===== config.mk =====
export PLATFORM = sky130hd
export DESIGN_NAME = uart_rx_cfg
export DESIGN_NICKNAME = d
export VERILOG_FILES = /design/src/rtl/uart_pkg.sv /design/src/rtl/uart_rx_sync.sv /design/src/rtl/uart_rx_cfg.sv
export SDC_FILE = /design/constraint.sdc
export NUM_CORES = 1
export LEC_CHECK = 0
export ABC_AREA = 1
export ABC_CLOCK_PERIOD_IN_PS = 2300
export BUFFER_PORTS_ARGS = -buffer_cell sky130_fd_sc_hd__buf_2
export CORE_MARGIN = 8
export CORE_UTILIZATION = 30
export CTS_BUF_LIST = sky130_fd_sc_hd__clkbuf_4 sky130_fd_sc_hd__clkbuf_8
export DETAILED_ROUTE_END_ITERATION = 6
export PLACE_DENSITY = 0.46
export RECOVER_POWER = 25
export REMOVE_ABC_BUFFERS = 1
export SLEW_MARGIN = 5
export SYNTH_ARGS = -nofsm -noshare
export SYNTH_HDL_FRONTEND = slang
export SYNTH_SLANG_ARGS = --single-unit

===== constraint.sdc =====
create_clock -name clk -period 2.3 [get_ports clk]
set_input_delay 0.345 -clock clk [delete_from_list [all_inputs] [get_ports clk]]
set_output_delay 0.345 -clock clk [all_outputs]
set_load 0.02 [all_outputs]

===== src/rtl/uart_pkg.sv =====
// Shared types and constants for the configurable UART receiver.
package uart_pkg;

  typedef enum logic [1:0] {
    PAR_NONE,
    PAR_EVEN,
    PAR_ODD
  } parity_e;

  typedef enum logic [2:0] {
    IDLE,
    START,
    DATA,
    PAR,
    STOP
  } rx_state_e;

  // 50 MHz system clock at 19200 baud.
  localparam int unsigned DEFAULT_CLK_PER_BIT = 2604;

  // bits_xor is the XOR of all data bits and the received parity bit.
  function automatic logic parity_error(parity_e mode, logic bits_xor);
    logic err;
    err = 1'b0;
    unique case (mode)
      PAR_EVEN: err = bits_xor;
      PAR_ODD:  err = ~bits_xor;
      default:  err = 1'b0;
    endcase
    return err;
  endfunction

endpackage


===== src/rtl/uart_rx_sync.sv =====
// Two-flop synchroniser for the asynchronous RX pin plus one history flop
// for falling-edge detection. All flops reset to the idle line level (1).
module uart_rx_sync (
  input  logic clk,
  input  logic rst_n,
  input  logic rx,
  output logic rx_s,
  output logic fall
);

  logic meta_q;
  logic rx_s_q;
  logic rx_prev_q;

  // Synchroniser chain and previous-sample history.
  always_ff @(posedge clk or negedge rst_n) begin
    if (!rst_n) begin
      meta_q    <= 1'b1;
      rx_s_q    <= 1'b1;
      rx_prev_q <= 1'b1;
    end else begin
      meta_q    <= rx;
      rx_s_q    <= meta_q;
      rx_prev_q <= rx_s_q;
    end
  end

  assign rx_s = rx_s_q;
  assign fall = rx_prev_q & ~rx_s_q;

endmodule


===== src/rtl/uart_rx_cfg.sv =====
// Configurable UART receiver: bit period, data width and parity are
// parameters. Received word and status flags are registered and only change
// on frame completion, consumer acknowledge (clr_rdy) or reset.
module uart_rx_cfg
  import uart_pkg::*;
#(
  parameter int unsigned CLK_PER_BIT = DEFAULT_CLK_PER_BIT,
  parameter int unsigned DATA_BITS   = 8,
  parameter parity_e     PARITY      = PAR_NONE
) (
  input  logic                 clk,
  input  logic                 rst_n,
  input  logic                 RX,
  input  logic                 clr_rdy,
  output logic [DATA_BITS-1:0] rx_data,
  output logic                 rdy,
  output logic                 frame_err,
  output logic                 parity_err,
  output logic                 overrun
);

  localparam int unsigned CNT_W = $clog2(CLK_PER_BIT);
  localparam int unsigned BCW   = $clog2(DATA_BITS);

  localparam logic [CNT_W-1:0] HALF_C   = CNT_W'(CLK_PER_BIT / 2);
  localparam logic [CNT_W-1:0] RELOAD_C = CNT_W'(CLK_PER_BIT - 1);
  localparam logic [BCW-1:0]   LAST_BIT = BCW'(DATA_BITS - 1);

  logic rx_s;
  logic fall;

  rx_state_e              state_q;
  logic [CNT_W-1:0]       cnt_q;
  logic [BCW-1:0]         bit_cnt_q;
  logic [DATA_BITS-1:0]   shift_q;
  logic                   par_bit_q;
  logic [DATA_BITS-1:0]   rx_data_q;
  logic                   rdy_q;
  logic                   frame_err_q;
  logic                   parity_err_q;
  logic                   overrun_q;
  logic                   par_err_d;
  logic                   baud_zero;

  uart_rx_sync u_sync (
    .clk  (clk),
    .rst_n(rst_n),
    .rx   (RX),
    .rx_s (rx_s),
    .fall (fall)
  );

  assign baud_zero = (cnt_q == '0);

  // Parity verdict for the frame currently held in the shift register.
  always_comb begin
    par_err_d = 1'b0;
    par_err_d = parity_error(PARITY, ^{shift_q, par_bit_q});
  end

  // Receive FSM, baud/bit counters and registered outputs.
  always_ff @(posedge clk or negedge rst_n) begin
    if (!rst_n) begin
      state_q      <= IDLE;
      cnt_q        <= '0;
      bit_cnt_q    <= '0;
      shift_q      <= '0;
      par_bit_q    <= 1'b0;
      rx_data_q    <= '0;
      rdy_q        <= 1'b0;
      frame_err_q  <= 1'b0;
      parity_err_q <= 1'b0;
      overrun_q    <= 1'b0;
    end else begin
      // Acknowledge clears status; a completion later in this block
      // overrides it so a frame finishing in the same cycle is never lost.
      if (clr_rdy) begin
        rdy_q        <= 1'b0;
        frame_err_q  <= 1'b0;
        parity_err_q <= 1'b0;
        overrun_q    <= 1'b0;
      end

      unique case (state_q)
        IDLE: begin
          if (fall) begin
            state_q   <= START;
            cnt_q     <= HALF_C;
            bit_cnt_q <= '0;
          end
        end

        START: begin
          if (baud_zero) begin
            if (rx_s) begin
              state_q <= IDLE;
            end else begin
              state_q <= DATA;
              cnt_q   <= RELOAD_C;
            end
          end else begin
            cnt_q <= cnt_q - 1'b1;
          end
        end

        DATA: begin
          if (baud_zero) begin
            shift_q   <= {rx_s, shift_q[DATA_BITS-1:1]};
            cnt_q     <= RELOAD_C;
            bit_cnt_q <= bit_cnt_q + 1'b1;
            if (bit_cnt_q == LAST_BIT) begin
              state_q <= (PARITY == PAR_NONE) ? STOP : PAR;
            end
          end else begin
            cnt_q <= cnt_q - 1'b1;
          end
        end

        PAR: begin
          if (baud_zero) begin
            par_bit_q <= rx_s;
            cnt_q     <= RELOAD_C;
            state_q   <= STOP;
          end else begin
            cnt_q <= cnt_q - 1'b1;
          end
        end

        STOP: begin
          // Leaving at mid-stop-bit lets a back-to-back start edge be seen.
          if (baud_zero) begin
            state_q      <= IDLE;
            rx_data_q    <= shift_q;
            frame_err_q  <= ~rx_s;
            parity_err_q <= par_err_d;
            rdy_q        <= 1'b1;
            overrun_q    <= overrun_q | (rdy_q & ~clr_rdy);
          end else begin
            cnt_q <= cnt_q - 1'b1;
          end
        end

        default: state_q <= IDLE;
      endcase
    end
  end

  assign rx_data    = rx_data_q;
  assign rdy        = rdy_q;
  assign frame_err  = frame_err_q;
  assign parity_err = parity_err_q;
  assign overrun    = overrun_q;

endmodule


After elaboration in Yosys (flattened, before gate mapping)
Index checks and enable logic that the tools add are counted.

Register bits after elaboration: 41. Input bits: 4. Output and inout port bits: 12.

Add/subtract/negate cells: 2. Equality and inequality tests: 13. Muxes and demuxes: 29. Bitwise logic cells: 5. Reductions and logical operators: 10.

Operator list (number): $mux W12 (5); $pmux W12 S4 (1); $mux W3 (8); $pmux W3 S5 (1); $ne A2 B2 Y1 const B (7); $logic_not A12 Y1 (1); $mux W1 (12); $sub A12 B1 Y12 const B (1); $eq A3 B2 Y1 const B (2); $eq A3 B3 Y1 const B (2); $pmux W3 S2 (1); $reduce_and A6 Y1 (1); $reduce_and A2 Y1 (2); $reduce_and A4 Y1 (1); $reduce_bool A4 Y1 (1); $add A3 B1 Y3 const B (1); $eq A3 B1 Y1 const B (1); $logic_not A3 Y1 (1); $ne A3 B3 Y1 const B (1); $reduce_and A3 Y1 (1); $and A1 B1 Y1 (2); $mux W2 (1); $not A1 Y1 (2); $reduce_bool A2 Y1 (1); 2 further kinds (2).

Longest topological paths before layout
Depth in word-level cells: 5. Mapped depth: 12. Gate-level depth less buffers: 12.

Cells and area by module
A second synthesis with hierarchy kept.

Cells, all modules: 263. Area total of the unflattened synthesis: 2098.3 µm².

By module, submodules not included: uart_rx_cfg (instances 1, cells an instance 258, area an instance 2009.4 µm², sequential area each 950.9 µm²); uart_rx_sync (instances 1, cells an instance 5, area an instance 88.8 µm², sequential area each 78.8 µm²).

Worst setup path before layout
No wires, ideal clock.

Path kind: register to register. Start point: register cnt_q[0]. End point: register bit_cnt_q[0]. Setup time: 0.116 ns. Arrival time: 1.482 ns. Required time: 2.184 ns. Slack: 0.701 ns. Cell stages (with the launch flop): 13. Path buffers: 1. Clock period less this slack: 1.599 ns. Path through: dfrtp_1 > inv_1 > ha_1 > inv_1 > nor2_1 > nand2_2 > nor2_4 > nand2_2 > nor2_2 > buf_6 > o21ai_2 > nand2_1 > nand2_1.

Word-level cells in the longest chain between the ends: 3.

Ends and longest elaborated chain: start, declared (RTL line uart_rx_cfg.sv:33) `logic [CNT_W-1:0] cnt_q;`; start signal, assigned (RTL line uart_rx_cfg.sv:102) `cnt_q <= cnt_q - 1'b1;`; start signal, assigned (RTL line uart_rx_cfg.sv:115) `cnt_q <= cnt_q - 1'b1;`; start signal, assigned (RTL line uart_rx_cfg.sv:125) `cnt_q <= cnt_q - 1'b1;`; $logic_not A12 Y1 (RTL line uart_rx_cfg.sv:53) `assign baud_zero = (cnt_q == '0);`; $ne A2 B2 Y1 (no line); $reduce_and A3 Y1 (no line); end signal, assigned (RTL line uart_rx_cfg.sv:110) `bit_cnt_q <= bit_cnt_q + 1'b1;`; end, declared (RTL line uart_rx_cfg.sv:34) `logic [BCW-1:0] bit_cnt_q;`.

No other way between the ends. A chain may end at the register's enable or synchronous reset.

Worst setup path in the final report
Start point: register cnt_q[0]. End point: register shift_q[7].

Word-level cells in the longest chain between the ends: 2.

Ends and longest elaborated chain: $logic_not A12 Y1 (RTL line uart_rx_cfg.sv:53); $reduce_and A2 Y1 (no line); end signal, assigned (RTL line uart_rx_cfg.sv:108) `shift_q <= {rx_s, shift_q[DATA_BITS-1:1]};`; end, declared (RTL line uart_rx_cfg.sv:35) `logic [DATA_BITS-1:0] shift_q;`.

No other way between the ends.

==> flow_metrics.env <==
export IMPL_status="completed"
export IMPL_core_area_um2=6790
export IMPL_via_per_inst=4.37
export IMPL_num_vias=1672
export IMPL_placed_area_um2=2310
export IMPL_insertion_delay_ps=300
export IMPL_rsz0062_at_grt="false"
export IMPL_p_int_mw=1.34
export IMPL_syn_to_final_growth_pct=14.0
export IMPL_postCtsSetupBuffers=0
export IMPL_max_freq_mhz=524
export IMPL_clk_pin_slew_ps=90
export IMPL_drt_iter0_markers=76
export IMPL_seqPwrFrac=0.398
export IMPL_clk_path_buf_depth=2
export IMPL_slew_limit_headroom=0.172
export IMPL_cp_data_arrival_time_ps=2110
export IMPL_die_h_um=99.7
export IMPL_drive_gt1_frac=0.171
export IMPL_portBuffers=15
export IMPL_tns_ps=0
export IMPL_setup_viol=0
export IMPL_reg2reg_from="cnt_q[0]"
export IMPL_worst_setup_path_type="register to register"
export IMPL_ios=16
export IMPL_required_ps=2500
export IMPL_synthesis_area_um2=2100
export IMPL_switchingPower_mw=1.04
export IMPL_hp_start="RX"
export IMPL_final_cells=383
export IMPL_grt_usage=0.104
export IMPL_pwr_share_comb=0.394
export IMPL_post_dp_hpwl_um=3570
export IMPL_cellPowerDensity_nw_per_um2=994
export IMPL_cp_max_fo=16
export IMPL_grt_pass1_wl_um=8220
export IMPL_synthCells=264
export IMPL_fin_crit_ps=1910
export IMPL_gr_total_overflow=0
export IMPL_holdPathStages=1
export IMPL_n_antenna_cell=0
export IMPL_wire_per_inst_um=12.4
export IMPL_numCtsBuffers=5
export IMPL_clkSinkCount=41
export IMPL_yosys_warnings=0
export IMPL_p_leak_nw=1.19
export IMPL_fill_cells=715
export IMPL_ant_nets=0
export IMPL_die_area_um2=9940
export IMPL_grt_pass1_vias=1733
export IMPL_hold_ws_ps=142
export IMPL_hold_path_class="input pin to register"
export IMPL_die_w_um=99.7
export IMPL_gp_congestion=0.801
export IMPL_place_inst=375
export IMPL_h_tree_depth=2
export IMPL_finClkSkew_ps=5.54
export IMPL_finish_net_count=294
export IMPL_vdd_ir_drop_max_uv=363
export IMPL_grt_max_degree=23
export IMPL_cts_resized=0
export IMPL_min_to="u_sync.meta_q"
export IMPL_antenna_found_initial=0
export IMPL_min_period_over_period=0.830
export IMPL_crit_path_start_kind="register"
export IMPL_power_mw=2.38
export IMPL_yosysUniqueCellTypes=28
export IMPL_worstMarginPinSlew_ps=1240
export IMPL_finalHoldViolations=0
export IMPL_start_util=0.309
export IMPL_slew_violations=0
export IMPL_clkPwrFrac=0.208
export IMPL_routed_wl_um=4740
export IMPL_clockRootBuffer="clkbuf_8"
export IMPL_ys_ff_latch=41
export IMPL_switching_share=0.437
export IMPL_worst_r2r_path_depth=11
export IMPL_rows=30
export IMPL_fin_area_um2=2400
export IMPL_cap_violations=0
export IMPL_cts_tree="built"
export IMPL_yosysSeqAreaShare=0.490
export IMPL_ctsHoldBuffers=0
export IMPL_dr_pass1_iters=4
export IMPL_drcViolationCount=0
export IMPL_avgSynthCellArea_um2=7.96
export IMPL_reg2reg_slack_ps=390
export IMPL_critPathCaptureType="register"
export IMPL_rr_endpoint="shift_q[7]"
## synth_stat cells (all sizes together)
| master | count | area, um2 |
|---|---|---|
| nand3 | 16 | 97.6 |
| o21a | 1 | 7.51 |
| o21bai | 2 | 15.0 |
| inv | 32 | 120 |
| nand4 | 5 | 31.3 |
| xor2 | 3 | 26.3 |
| dfstp | 3 | 78.8 |
| a21oi | 7 | 35.0 |
| o22ai | 1 | 6.26 |
| dfrtp | 38 | 951 |
| nand3b | 1 | 7.51 |
| ha | 4 | 50.1 |
| nand2 | 85 | 329 |
| buf | 3 | 23.8 |
| xnor2 | 2 | 17.5 |
| o21ai | 24 | 128 |
| nor2 | 37 | 178 |
## placed cells by master (no fill, tap or decap)
cell type,synthesis,final
nand4_1,5,5
nand2_1,81,81
nand3_1,14,14
o21ai_2,2,2
inv_1,25,25
xnor2_1,2,2
inv_2,7,7
clkinv_2,0,1
clkbuf_8,0,5
o21a_1,1,1
a21oi_1,7,7
clkbuf_1,0,1
o21bai_1,2,2
buf_12,0,1
ha_1,4,4
nand3b_1,1,1
dfrtp_1,38,38
nor2_8,1,1
inv_6,0,1
o21ai_1,8,8
clkinvlp_4,0,1
nor2_1,31,31
buf_4,1,2
nand3_2,1,1
nand3_4,1,1
nand2_2,4,4
nor2_2,3,3
buf_2,1,14
nor2_4,2,2
o21ai_0,14,14
xor2_1,3,3
o22ai_1,1,1
dfstp_2,3,3
## critical path: stages, from the launching register on
cell and delay (ps):
dfrtp_1 390, inv_1 140, ha_1 220, inv_1 50
nor2_1 110, nand2_2 80, nor2_4 160, nand2_2 80
nor2_2 190, buf_4 230, nand2_1 70, o21a_1 100
## how the worst max path moves through the flow
stage | startpoint | to | cells after the start
final | cnt_q[0] | shift_q[7] | 11
after floorplan | cnt_q[0] | bit_cnt_q[0] | 11
after detailed placement | cnt_q[0] | shift_q[7] | 11
after global routing | cnt_q[0] | shift_q[7] | 11
after global placement | cnt_q[0] | shift_q[7] | 11
after CTS | cnt_q[0] | shift_q[7] | 11
## per-layer routing
layer  up-vias  global-route usage  share of wire
met5         -                   0              0
met4         0              0.0512          0.025
met3        12              0.0258          0.034
met2        26               0.170           0.48
met1       755               0.123           0.46
li1        879                   -              -
## registers in the layout, indices dropped and copies added (netlist names)
signal	cells
shift_q	8
u_sync.meta_q	1
overrun	1
u_sync.rx_prev_q	1
bit_cnt_q	3
state_q	3
frame_err	1
rdy	1
parity_err	1
u_sync.rx_s	1
cnt_q	12
rx_data	8
## area by class of cell
cell class | instances | area (um2) | share of cell area
timing repair buffer | 18 | 109 | 0.0454
inverter | 32 | 120 | 0.0501
tap | 96 | 120 | 0.0501
clock buffer | 5 | 68.8 | 0.0287
sequential | 41 | 1030 | 0.430
multi-input combinational | 188 | 928 | 0.387
clock inverter | 3 | 21.3 | 0.00887
## cells by family (layout without fill, tap and decap cells)
kind of cell	Yosys count	in the layout	share of synthesized area
compound gates	35	35	0.0911
buf+inv	35	58	0.0685
simple gates	144	144	0.306
fa+ha+maj	4	4	0.0238
xor+xnor	5	5	0.0208
flops	41	41	0.490
## per-stage QoR
step / util / setup WS [ps]
final: 0.353 / 391
after global routing: 0.353 / 187
after CTS: 0.353 / 378
after detailed placement: 0.340 / 394
after global placement: 0.340 / 458
after floorplan: - / 490
## power groups by stage
stage | combinational [mW] | sequential (mW) | clock [mW]
6_report | 0.939 | 0.947 | 0.496
5_1_grt | 1.09 | 0.966 | 0.543
4_1_cts | 0.946 | 0.947 | 0.519
3_5_place_dp | 0.941 | 0.962 | 0
3_3_place_gp | 0.944 | 0.963 | 0
2_1_floorplan | 0.705 | 0.931 | 0
(Power assumes the default switching activity.)
